===== config.mk =====
export PLATFORM = sky130hd
export DESIGN_NAME = digit_serial_adder_flat
export DESIGN_NICKNAME = d
export VERILOG_FILES = /design/src/rtl/digit_serial_adder_if.sv /design/src/rtl/digit_serial_adder.sv /design/src/flat_wrapper.sv
export SDC_FILE = /design/constraint.sdc
export NUM_CORES = 1
export LEC_CHECK = 0
export ABC_AREA = 1
export CAP_MARGIN = 0
export CORE_AREA = 2 2 96 98
export DETAILED_ROUTE_END_ITERATION = 8
export DIE_AREA = 0 0 98 100
export PLACE_DENSITY_LB_ADDON = 0.12
export SLEW_MARGIN = 20
export SYNTH_ARGS = -nofsm -noshare
export SYNTH_HDL_FRONTEND = slang
export SYNTH_SLANG_ARGS = --single-unit

===== constraint.sdc =====
create_clock -name clk -period 2.6 [get_ports clk]
set_clock_uncertainty 0.1 [all_clocks]
set_input_delay 0.52 -clock clk [delete_from_list [all_inputs] [get_ports clk]]
set_output_delay 0.52 -clock clk [all_outputs]
set_load 0.005 [all_outputs]

===== src/rtl/digit_serial_adder_if.sv =====
// Operand/result handshake bundle for digit_serial_adder; ovf is present only
// when DIGIT_SERIAL_ADDER_OVF_EN is defined.
interface digit_serial_adder_if #(
    parameter int WIDTH = 32
);
    logic             in_valid;
    logic             in_ready;
    logic [WIDTH-1:0] a;
    logic [WIDTH-1:0] b;
    logic             cin;
    logic             sub;
    logic             out_valid;
    logic             out_ready;
    logic [WIDTH-1:0] s;
    logic             cout;
`ifdef DIGIT_SERIAL_ADDER_OVF_EN
    logic             ovf;
`endif

    modport master (
        output in_valid, a, b, cin, sub, out_ready,
        input  in_ready, out_valid, s, cout
`ifdef DIGIT_SERIAL_ADDER_OVF_EN
        , input ovf
`endif
    );

    modport slave (
        input  in_valid, a, b, cin, sub, out_ready,
        output in_ready, out_valid, s, cout
`ifdef DIGIT_SERIAL_ADDER_OVF_EN
        , output ovf
`endif
    );
endinterface


===== src/rtl/digit_serial_adder.sv =====
// Digit-serial add/sub of two WIDTH-bit operands, DIGIT bits per cycle (ovf via DIGIT_SERIAL_ADDER_OVF_EN).
// Latency: out_valid rises WIDTH/DIGIT cycles after the accepting edge; one op per NDIG+2 cycles.
// Backpressure: result held in DONE until out_ready; in_ready is low outside IDLE, nothing is queued.
module digit_serial_adder #(
    parameter int WIDTH = 32,
    parameter int DIGIT = 4
) (
    input logic                 clk,
    input logic                 rst_n,
    digit_serial_adder_if.slave bus
);
    localparam int NDIG = WIDTH / DIGIT;
    localparam int CW   = (NDIG > 1) ? $clog2(NDIG) : 1;

    if (WIDTH % DIGIT != 0) begin : g_bad_digit
        $error("digit_serial_adder: WIDTH must be a multiple of DIGIT");
    end

    typedef enum logic [1:0] {
        IDLE = 2'd0,
        RUN  = 2'd1,
        DONE = 2'd2
    } state_t;

    state_t           state;
    state_t           state_nxt;
    logic [WIDTH-1:0] op_a;
    logic [WIDTH-1:0] op_b;
    logic [WIDTH-1:0] sum_q;
    logic [WIDTH-1:0] sum_shift;
    logic             carry;
    logic             cout_q;
    logic [CW-1:0]    cnt;
    logic [DIGIT:0]   dsum;
    logic             last;

    always_ff @(posedge clk or negedge rst_n) begin
        if (!rst_n) begin
            state <= IDLE;
        end else begin
            state <= state_nxt;
        end
    end

    always_comb begin
        state_nxt     = state;
        bus.in_ready  = 1'b0;
        bus.out_valid = 1'b0;
        case (state)
            IDLE: begin
                bus.in_ready = 1'b1;
                if (bus.in_valid) begin
                    state_nxt = RUN;
                end
            end
            RUN: begin
                if (last) begin
                    state_nxt = DONE;
                end
            end
            DONE: begin
                bus.out_valid = 1'b1;
                if (bus.out_ready) begin
                    state_nxt = IDLE;
                end
            end
            default: state_nxt = IDLE;
        endcase
    end

    // One DIGIT-wide adder slice; the result fills in from the MSB side so the
    // final digit lands the word in place.
    assign dsum      = {1'b0, op_a[DIGIT-1:0]} + {1'b0, op_b[DIGIT-1:0]} + {{DIGIT{1'b0}}, carry};
    assign sum_shift = (sum_q >> DIGIT) | (WIDTH'(dsum[DIGIT-1:0]) << (WIDTH - DIGIT));
    assign last      = (cnt == CW'(NDIG - 1));

`ifdef DIGIT_SERIAL_ADDER_OVF_EN
    logic ovf_q;
    logic carry_msb;

    // Carry into the digit's top bit, recovered from that bit's sum and addends.
    assign carry_msb = dsum[DIGIT-1] ^ op_a[DIGIT-1] ^ op_b[DIGIT-1];

    always_ff @(posedge clk or negedge rst_n) begin
        if (!rst_n) begin
            ovf_q <= 1'b0;
        end else if (state == RUN && last) begin
            ovf_q <= carry_msb ^ dsum[DIGIT];
        end
    end

    assign bus.ovf = ovf_q;
`endif

    always_ff @(posedge clk or negedge rst_n) begin
        if (!rst_n) begin
            op_a   <= '0;
            op_b   <= '0;
            carry  <= 1'b0;
            cnt    <= '0;
            sum_q  <= '0;
            cout_q <= 1'b0;
        end else begin
            case (state)
                IDLE: begin
                    if (bus.in_valid) begin
                        op_a  <= bus.a;
                        op_b  <= bus.sub ? ~bus.b : bus.b;
                        carry <= bus.sub | bus.cin;
                        cnt   <= '0;
                    end
                end
                RUN: begin
                    op_a  <= op_a >> DIGIT;
                    op_b  <= op_b >> DIGIT;
                    sum_q <= sum_shift;
                    carry <= dsum[DIGIT];
                    cnt   <= cnt + CW'(1);
                    if (last) begin
                        cout_q <= dsum[DIGIT];
                    end
                end
                default: ;
            endcase
        end
    end

    assign bus.s    = sum_q;
    assign bus.cout = cout_q;
endmodule


===== src/flat_wrapper.sv =====
// flat-port wrapper written by rule: the top's interface ports become plain ports
module digit_serial_adder_flat 
#(
    parameter int WIDTH = 32,
    parameter int DIGIT = 4
)
  (clk, rst_n, bus_in_valid, bus_a, bus_b, bus_cin, bus_sub, bus_out_ready, bus_in_ready, bus_out_valid, bus_s, bus_cout);
  digit_serial_adder_if #(.WIDTH(WIDTH)) bus_i ();
  input logic clk;
  input logic rst_n;
  input wire logic [$bits(bus_i.in_valid)-1:0] bus_in_valid;
  input wire logic [$bits(bus_i.a)-1:0] bus_a;
  input wire logic [$bits(bus_i.b)-1:0] bus_b;
  input wire logic [$bits(bus_i.cin)-1:0] bus_cin;
  input wire logic [$bits(bus_i.sub)-1:0] bus_sub;
  input wire logic [$bits(bus_i.out_ready)-1:0] bus_out_ready;
  output wire logic [$bits(bus_i.in_ready)-1:0] bus_in_ready;
  output wire logic [$bits(bus_i.out_valid)-1:0] bus_out_valid;
  output wire logic [$bits(bus_i.s)-1:0] bus_s;
  output wire logic [$bits(bus_i.cout)-1:0] bus_cout;
  assign bus_i.in_valid = bus_in_valid;
  assign bus_i.a = bus_a;
  assign bus_i.b = bus_b;
  assign bus_i.cin = bus_cin;
  assign bus_i.sub = bus_sub;
  assign bus_i.out_ready = bus_out_ready;
  assign bus_in_ready = bus_i.in_ready;
  assign bus_out_valid = bus_i.out_valid;
  assign bus_s = bus_i.s;
  assign bus_cout = bus_i.cout;
  digit_serial_adder #(.WIDTH(WIDTH), .DIGIT(DIGIT)) u_core (.clk(clk), .rst_n(rst_n), .bus(bus_i));
endmodule

; ---- Yosys cells after proc, flatten, opt, wreduce, memory -nomap -nowiden
; Index checks and enable logic that the tools add are counted.
[word_totals]
ff_bits = 103
out_inout_bits = 35
elab_cells = 39
[op_classes]
add_sub_neg = 3
n_eq_ne = 6
mux = 15
n_bitwise = 3
n_reduce_logical = 5
[op_table]
columns = operator, count
row1 = $pmux 32 s2, 2
row2 = $mux 32, 3
row3 = $not 32->32, 1
row4 = $or 28x32->32, 1
row5 = $mux 2, 3
row6 = $pmux 2 s3, 1
row7 = $pmux 3 s2, 1
row8 = $add 4x4->5, 1
row9 = $add 5x1->5, 1
row10 = $ne 2x2->1 const B, 2
row11 = $reduce_and 2->1, 2
row12 = $add 3x1->3 const B, 1
row13 = $eq 3x3->1 const B, 1
row14 = $mux 1, 3
row15 = $mux 3, 1
row16 = $reduce_and 3->1, 1
row17 = $eq 2x1->1 const B, 1
row18 = $eq 2x2->1 const B, 1
row19 = $logic_not 2->1, 1
row20 = $ne 2x1->1 const B, 1
row21 = $pmux 1 s2, 1
row22 = $reduce_bool 2->1, 1
row23 = $or 1x1->1, 1

; ---- Longest topological paths before layout
; Gate-level depths: netlist of run 1.
[logic_depth]
depth_word = 4
ltp_mapped = 9

; ---- Worst setup path after synthesis of run 1
; No wires, ideal clock.
[synth_timing]
kind = flip-flop to flip-flop
start = register u_core.carry
end = register u_core.carry
setup_ps = 129
arrival_ps = 1504
path_slack_ps = 867
stages_incl_launch_ff = 7
period_less_slack_ps = 1733
path_cell_list = dfrtp_1 -> fa_1 -> fa_1 -> nand2_1 -> nand2_1 -> o211ai_1 -> nand3_1
[synth_via]
elab_chain_len = 2
[synth_lines]
columns = element, line
row1 = start: declaration, digit_serial_adder.sv:31  ; logic carry;
row2 = start signal: assignment, digit_serial_adder.sv:109  ; carry <= bus.sub | bus.cin;
row3 = start signal: assignment, digit_serial_adder.sv:117  ; carry <= dsum[DIGIT];
row4 = $add 5x1->5, digit_serial_adder.sv:73  ; assign dsum = {1'b0, op_a[DIGIT-1:0]} + {1'b0, op_b[DIGIT-1:0]} + {{DIGIT{1'b0}}, carry};
row5 = $pmux 1 s2, digit_serial_adder.sv:104  ; case (state)
; Every way passes these cells.
; A chain may end at the register's enable or synchronous reset.

; ---- Final worst setup path of run 1
[layout_timing]
start = register u_core.state[0]
end = output bus_in_ready
[layout_via]
elab_chain_len = 2
[layout_lines]
columns = element, line
row1 = start: declaration, digit_serial_adder.sv:25  ; state_t state;
row2 = start signal: assignment, digit_serial_adder.sv:41  ; state <= state_nxt;
row3 = $logic_not 2->1, digit_serial_adder.sv:49  ; case (state)
row4 = $mux 1, digit_serial_adder.sv:49
row5 = end: declaration, flat_wrapper.sv:17  ; output wire logic [$bits(bus_i.in_ready)-1:0] bus_in_ready;
; Every way passes these cells.

==> insert_results.sql, run 1 <==
INSERT INTO impl_metrics (metric_group, metric, value, unit) VALUES
('global_route', 'grt-ovfl-total', '0', ''),
('detailed_routing', 'remaining_antenna_violation_count', '0', ''),
('clock_network', 'tritoncts_clock_tree', 'built', ''),
('yosys', 'synth-async-reset-ratio', '100', '%'),
('yosys', 'syn_avg_cell_area', '9.08', 'um^2'),
('cells_and_area', 'fin_util', '66.9', '%'),
('placed_design', 'detailedPlacementHpwl', '6.94', 'mm'),
('timing', 'timing.final.setup_violations', '0', ''),
('placed_design', 'count_of_port_buffers_added_during_placement', '104', ''),
('yosys', 'postSynthNetCount', '590', ''),
('cells_and_area', 'final_layout_size_suffix_gt1_share', '5.27', '%'),
('cells_and_area', 'antennaDiodeCount', '0', ''),
('floorplan', 'pin_count', '105', ''),
('timing', 'final.setup.worst_slack', '484', 'ps'),
('floorplan', 'std_cell_rows', '35', ''),
('pwr', 'power_density', '1020', 'mW/mm^2'),
('clock_network', 'clock-sinks', '103', ''),
('critical_path', 'worst_path_largest_cell_delay', '540', 'ps'),
('yosys', 'synth-seq-cells', '103', ''),
('timing', 'slew_headroom', '39.9', '%'),
('detailed_routing', 'avgViaCountPerCell', '5.23', ''),
('critical_path', 'critical_path.cell_chain', 'nor2_1 -> clkdlybuf4s50_1', ''),
('timing', 'min_period', '2120', 'ps'),
('global_route', 'via_count_of_the_first_global_routing_pass', '3668', ''),
('critical_path', 'crit_slowest_cell', 'sky130_fd_sc_hd__clkdlybuf4s50_1', ''),
('floorplan', 'floorplan.die_area', '0.00980', 'mm^2'),
('clock_network', 'cts_hold_buffers', '0', ''),
('detailed_routing', 'wire_per_inst', '14.4', 'um'),
('global_route', 'antenna_found_initial', '0', ''),
('placed_design', 'post_dp_cell_area', '0.00574', 'mm^2'),
('detailed_routing', 'initialDrtViolationCount', '170', ''),
('cells_and_area', 'finalInstanceArea', '0.00595', 'mm^2'),
('cells_and_area', 'fin_nets', '680', ''),
('floorplan', 'width_of_the_chip', '98', 'um'),
('clock_network', 'path_clk_slew', '100', 'ps'),
('clock_network', 'insertion_delay', '350', 'ps'),
('timing', 'setup_tns', '0', 'ps'),
('critical_path', 'worstPathArrival', '1500', 'ps'),
('critical_path', 'timing.critical_path.fanout_max', '4', ''),
('timing', 'max_clock_freq', '473', 'MHz'),
('outcome', 'outcome', 'finished, violations left', ''),
('floorplan', 'placeableCoreArea', '0.00889', 'mm^2'),
('yosys', 'synthTopCellsByArea', 'sky130_fd_sc_hd__dfrtp_1 (55%), sky130_fd_sc_hd__nand2_1 (14%), sky130_fd_sc_hd__nand3_1 (6.6%), sky130_fd_sc_hd__xnor2_1 (6.0%), sky130_fd_sc_hd__o211ai_1 (4.7%)', ''),
('timing', 'worstMarginPinSlew', '901', 'ps'),
('clock_network', 'post_cts_setup_buffers', '0', ''),
('timing', 'final_max_slew_viol_count', '0', ''),
('timing', 'worst_hold_margin', '-10.7', 'ps'),
('clock_network', 'h-tree-depth', '3', ''),
('floorplan', 'die_h', '100', 'um'),
('cells_and_area', 'area_delta_synth_final', '27.6', '%'),
('yosys', 'seq_area_frac_synth', '55.3', '%'),
('pwr', 'vdd_drop_max', '0.000671', 'V'),
('global_route', 'grt_util_all_layers', '22.4', '%'),
('yosys', 'synth_enable_flop_cells', '0', ''),
('yosys', 'synth.largest_area_cell', 'sky130_fd_sc_hd__dfrtp_1', ''),
('yosys', 'postSynthCellCount', '513', ''),
('cells_and_area', 'fill_cells', '726', ''),
('pwr', 'leakage_power', '2.64', 'nW'),
('timing', 'grt_setup_unrepaired', 'false', ''),
('placed_design', 'gpl.final_weighted_congestion', '0.847', ''),
('global_route', 'global_route_wire_length_before_repair', '17.8', 'mm'),
('yosys', 'mapped_cell_area', '0.00466', 'mm^2'),
('critical_path', 'startpoint_type', 'flip-flop', ''),
('detailed_routing', 'totalWireLength', '10.4', 'mm'),
('timing', 'hold_violations', '5', ''),
('outcome', 'failing_checks', 'hold timing', ''),
('timing', 'post-route-period-util', '81.4', '%'),
('critical_path', 'critical_path_required', '1980', 'ps'),
('critical_path', 'endpoint_kind', 'output port', ''),
('pwr', 'post-layout-total-power', '6.08', 'mW'),
('placed_design', 'dpl_worst_slack', '547', 'ps');
cell type report:
type                            instances  area (um^2)  share of cell area [%]
Clock inverter                          4         55.1                   0.926
Timing Repair Buffer                  112         1120                    18.8
Tap cell                              111          139                    2.34
Clock buffer                           11          151                    2.55
Inverter                               22         82.6                    1.39
Multi-Input combinational cell        355         1820                    30.6
Sequential cell                       103         2580                    43.4
logic make-up (layout without fill, tap and decap cells):
logic type | after synthesis | after routing | share of synthesized area [%]
fa+ha+maj | 7 | 7 | 2.20
simple gates | 246 | 246 | 21.7
compound gates | 70 | 70 | 9.16
buf+inv | 55 | 149 | 5.59
flops | 103 | 103 | 55.3
xor+xnor | 32 | 32 | 6.02
metal layers:
layer,track usage [%],part of all wire [%]
met1,31.2,44
met2,36.4,50
met3,3.34,3.9
met4,7.48,1.6
met5,0,0
final timing paths:
kind	start	endpoint	slack, ps	cells past startpoint
min in group clk	u_core.op_a[30]	u_core.op_a[30]	380	2
hold reg to reg	u_core.op_a[30]	u_core.op_a[30]	380	2
setup reg to reg	u_core.state[0]	u_core.op_a[21]	690	7
setup / recovery	u_core.state[0]	bus_in_ready	480	2
max in group asynchronous	rst_n	u_core.op_a[25]	1710	2
hold / removal	rst_n	u_core.bus.s[2]	-10	1
worst max-delay path, delay by kind of cell (launching register included):
family,cells,cell delay [ps]
buffers and inverters,1,540
DFF,1,430
and+or+nand+nor,1,170
report_power, final:
part	leakage (nW)	internal, mW	switching [mW]	total, mW
combinational	1.21	1.09	1.32	2.40
clock	0.102	0.496	0.534	1.03
sequential	1.33	2.25	0.398	2.65
sequential cells by signal, indices dropped and copies added (netlist names):
name / cells
u_core.bus.s: 32
u_core.op_a: 32
u_core.op_b: 32
u_core.cnt: 3
u_core.state: 2
u_core.bus.cout: 1
u_core.carry: 1
per-stage QoR:
step | hold slack (ps) | instances
6_report | -10.7 | 718
5_1_grt | 19.8 | 718
4_1_cts | 1.91 | 718
3_5_place_dp | 358 | 703
3_3_place_gp | 357 | 703
2_1_floorplan | 124 | 513
cell usage in the layout (no fill, tap or decap), drive strengths merged:
| cell | count |
|---|---|
| dfrtp | 103 |
| clkbuf | 11 |
| inv | 22 |
| nand3 | 61 |
| o21ai | 37 |
| clkdlybuf4s50 | 102 |
| xnor2 | 32 |
| buf | 10 |
| a21oi | 2 |
| bufinv | 1 |
| o31ai | 1 |
| o211ai | 29 |
| clkinv | 2 |
| fa | 2 |
| nand2 | 179 |
| nor2 | 6 |
| o22ai | 1 |
| clkinvlp | 1 |
| ha | 5 |
Power figures use the tool's default switching activity.
==> inputs of run 2 (changes only) <==
- CORE_AREA: 2 2 96 98 -> 2 2 100 102
- DIE_AREA: 0 0 98 100 -> 0 0 102 104
- clock period: 2.6 -> 2.1 ns (I/O delays scaled with it)
==> insert_results.sql, run 2 (same netlist as run 1, synthesis figures left out) <==
INSERT INTO impl_metrics (metric_group, metric, value, unit) VALUES
('cells_and_area', 'final_layout_size_suffix_gt1_share', '5.74', '%'),
('critical_path', 'timing.critical_path.fanout_max', '4', ''),
('timing', 'timing.final.setup_violations', '0', ''),
('clock_network', 'cts_root_buf', 'sky130_fd_sc_hd__clkbuf_8', ''),
('floorplan', 'initial_utilization', '48.8', '%'),
('global_route', 'grt_util_all_layers', '20.4', '%'),
('pwr', 'p_comb_share', '40.7', '%'),
('clock_network', 'post_cts_setup_buffers', '0', ''),
('pwr', 'post-layout-total-power', '7.48', 'mW'),
('global_route', 'grt-ovfl-total', '0', ''),
('detailed_routing', 'initialDrtViolationCount', '173', ''),
('placed_design', 'post_dp_cell_area', '0.00581', 'mm^2'),
('outcome', 'outcome', 'finished, final reports clean', ''),
('critical_path', 'critical_path_required', '1580', 'ps'),
('pwr', 'leakage_power', '2.67', 'nW'),
('pwr', 'power_density', '1250', 'mW/mm^2'),
('pwr', 'total_switching_power', '2.84', 'mW'),
('clock_network', 'path_clk_slew', '110', 'ps'),
('pwr', 'power.share.sequential', '43.8', '%'),
('timing', 'slew_headroom', '57.6', '%'),
('detailed_routing', 'avgViaCountPerCell', '5.00', ''),
('detailed_routing', 'wire_per_inst', '13.8', 'um'),
('cells_and_area', 'antennaDiodeCount', '0', ''),
('cells_and_area', 'fin_nets', '682', ''),
('floorplan', 'placeableCoreArea', '0.00955', 'mm^2'),
('cells_and_area', 'area_delta_synth_final', '28.9', '%'),
('clock_network', 'h-tree-depth', '3', ''),
('cells_and_area', 'layout_commonest_cell', 'sky130_fd_sc_hd__nand2_1', ''),
('floorplan', 'floorplan.die_area', '0.0106', 'mm^2'),
('critical_path', 'cp-startpoint', 'u_core.state[0]', ''),
('critical_path', 'critical_path.reg2reg.startpoint', 'u_core.carry', ''),
('clock_network', 'tritoncts_clock_tree', 'built', ''),
('clock_network', 'ctsLongestPathBuffers', '2', ''),
('detailed_routing', 'routed-via-count', '3712', ''),
('timing', 'min_period', '2000', 'ps'),
('global_route', 'grt_max_degree', '94', ''),
('placed_design', 'detailedPlacementHpwl', '6.80', 'mm'),
('cells_and_area', 'ff_latch_area', '0.00258', 'mm^2'),
('cells_and_area', 'multi_input_area', '0.00182', 'mm^2'),
('worst_hold_path', 'worstHoldStart', 'u_core.op_a[28]', ''),
('cells_and_area', 'commonest_cells_after_routing_fill_and_taps_aside', 'sky130_fd_sc_hd__nand2_1 (177), sky130_fd_sc_hd__dfrtp_1 (103), sky130_fd_sc_hd__clkdlybuf4s50_1 (101), sky130_fd_sc_hd__nand3_1 (61), sky130_fd_sc_hd__o21ai_0 (37)', ''),
('detailed_routing', 'detail_route.drc_violations', '0', ''),
('detailed_routing', 'totalWireLength', '10.2', 'mm'),
('timing', 'final_max_slew_viol_count', '0', ''),
('pwr', 'swShare', '38.0', '%'),
('clock_network', 'clock-sinks', '103', ''),
('timing', 'post-route-period-util', '95.1', '%'),
('clock_network', 'cts_buffers', '9', ''),
('timing', 'worst_hold_margin', '383', 'ps'),
('timing', 'max_clock_freq', '501', 'MHz'),
('placed_design', 'count_of_port_buffers_added_during_placement', '104', ''),
('global_route', 'antenna_found_initial', '0', ''),
('global_route', 'via_count_of_the_first_global_routing_pass', '3703', ''),
('floorplan', 'std_cell_rows', '36', ''),
('placed_design', 'gpl.final_weighted_congestion', '0.840', ''),
('cells_and_area', 'finalInstanceArea', '0.00601', 'mm^2'),
('critical_path', 'startpoint_type', 'flip-flop', ''),
('timing', 'setup_tns', '0', 'ps'),
('pwr', 'clock_power_share', '15.6', '%'),
('global_route', 'global_route_wire_length_before_repair', '17.4', 'mm'),
('detailed_routing', 'remaining_antenna_violation_count', '0', ''),
('worst_hold_path', 'class_of_the_tightest_hold_or_removal_check', 'reg2reg', ''),
('floorplan', 'die_h', '104', 'um'),
('critical_path', 'worst-setup-path-type', 'reg2out', ''),
('detailed_routing', 'drt_pass1_iterations', '4', ''),
('pwr', 'internal_power', '4.64', 'mW'),
('timing', 'grt_setup_unrepaired', 'false', ''),
('flow_run', 'max-cap-violations', '0', ''),
('critical_path', 'endpoint_kind', 'output port', ''),
('cells_and_area', 'fill_cells', '869', ''),
('timing', 'hold_violations', '0', ''),
('critical_path', 'worstPathArrival', '1480', 'ps'),
('placed_design', 'dpl_worst_slack', '161', 'ps'),
('timing', 'final.setup.worst_slack', '103', 'ps'),
('pwr', 'vdd_drop_max', '0.000799', 'V'),
('floorplan', 'pin_count', '105', ''),
('timing', 'worstMarginPinSlew', '635', 'ps'),
('clock_network', 'insertion_delay', '360', 'ps'),
('floorplan', 'width_of_the_chip', '102', 'um');
run 2: cell types whose count changed in the layout (fill, tap and decap cells not counted), sizes merged:
cell           delta
clkinv            +1
dlygate4sd3       +1
clkbuf            -2
dlymetal6s2s      +1
bufinv            -1
inv               +3
buf               +1
clkdlybuf4s50     -1
run 2: path summary, 6_finish.rpt:
path | end | slack, ps | depth (start not counted)
min in group asynchronous | u_core.bus.s[6] | 450 | 2
hold reg to reg | u_core.op_a[28] | 380 | 2
hold / removal | u_core.op_a[28] | 380 | 2
setup / recovery | bus_in_ready | 100 | 2
setup reg to reg | u_core.bus.cout | 210 | 6
max in group asynchronous | u_core.op_a[15] | 870 | 3
run 2: final cells by class:
cell class | count | area share [%]
Multi-Input combinational cell | 355 | 30.4
Sequential cell | 103 | 42.9
Clock buffer | 9 | 2.06
Tap cell | 133 | 2.77
Inverter | 22 | 1.38
Clock inverter | 7 | 0.917
Timing Repair Buffer | 114 | 19.6
run 2: power by group through the flow:
stage | Clock, mW | Combinational, mW | Sequential, mW
floorplan | 0 | 1.85 | 3.22
global placement | 0 | 3.00 | 3.29
detailed placement | 0 | 3.08 | 3.31
CTS | 1.19 | 3.09 | 3.27
global route | 1.29 | 3.44 | 3.38
finish | 1.16 | 3.04 | 3.27
run 2: worst max-delay path: stages (launching register included):
cell,delay (ps)
sky130_fd_sc_hd__dfrtp_1,440
sky130_fd_sc_hd__nor2_2,160
sky130_fd_sc_hd__clkdlybuf4s50_1,520
run 2: metal layers:
metal | track usage (%) | up-vias | share of wire [%] | wire length (um)
met5 | 0 | - | 0 | 0
li1 | - | 1848 | - | -
met3 | 4.03 | 13 | 4.2 | 428
met1 | 29.2 | 1764 | 47 | 4770
met2 | 31.5 | 87 | 47 | 4860
met4 | 5.81 | 0 | 1.7 | 172
run 2: through the flow:
step	instances	util, %
2_1_floorplan	513	-
3_3_place_gp	726	60.9
3_5_place_dp	726	60.9
4_1_cts	743	62.8
5_1_grt	743	62.9
6_report	743	62.9
run 2: what timing repair did:
action	CTS	global route
resized for setup	0	2
setup endpoints to repair	0	2
hold endpoints to repair	32	0
hold buffers	1	0
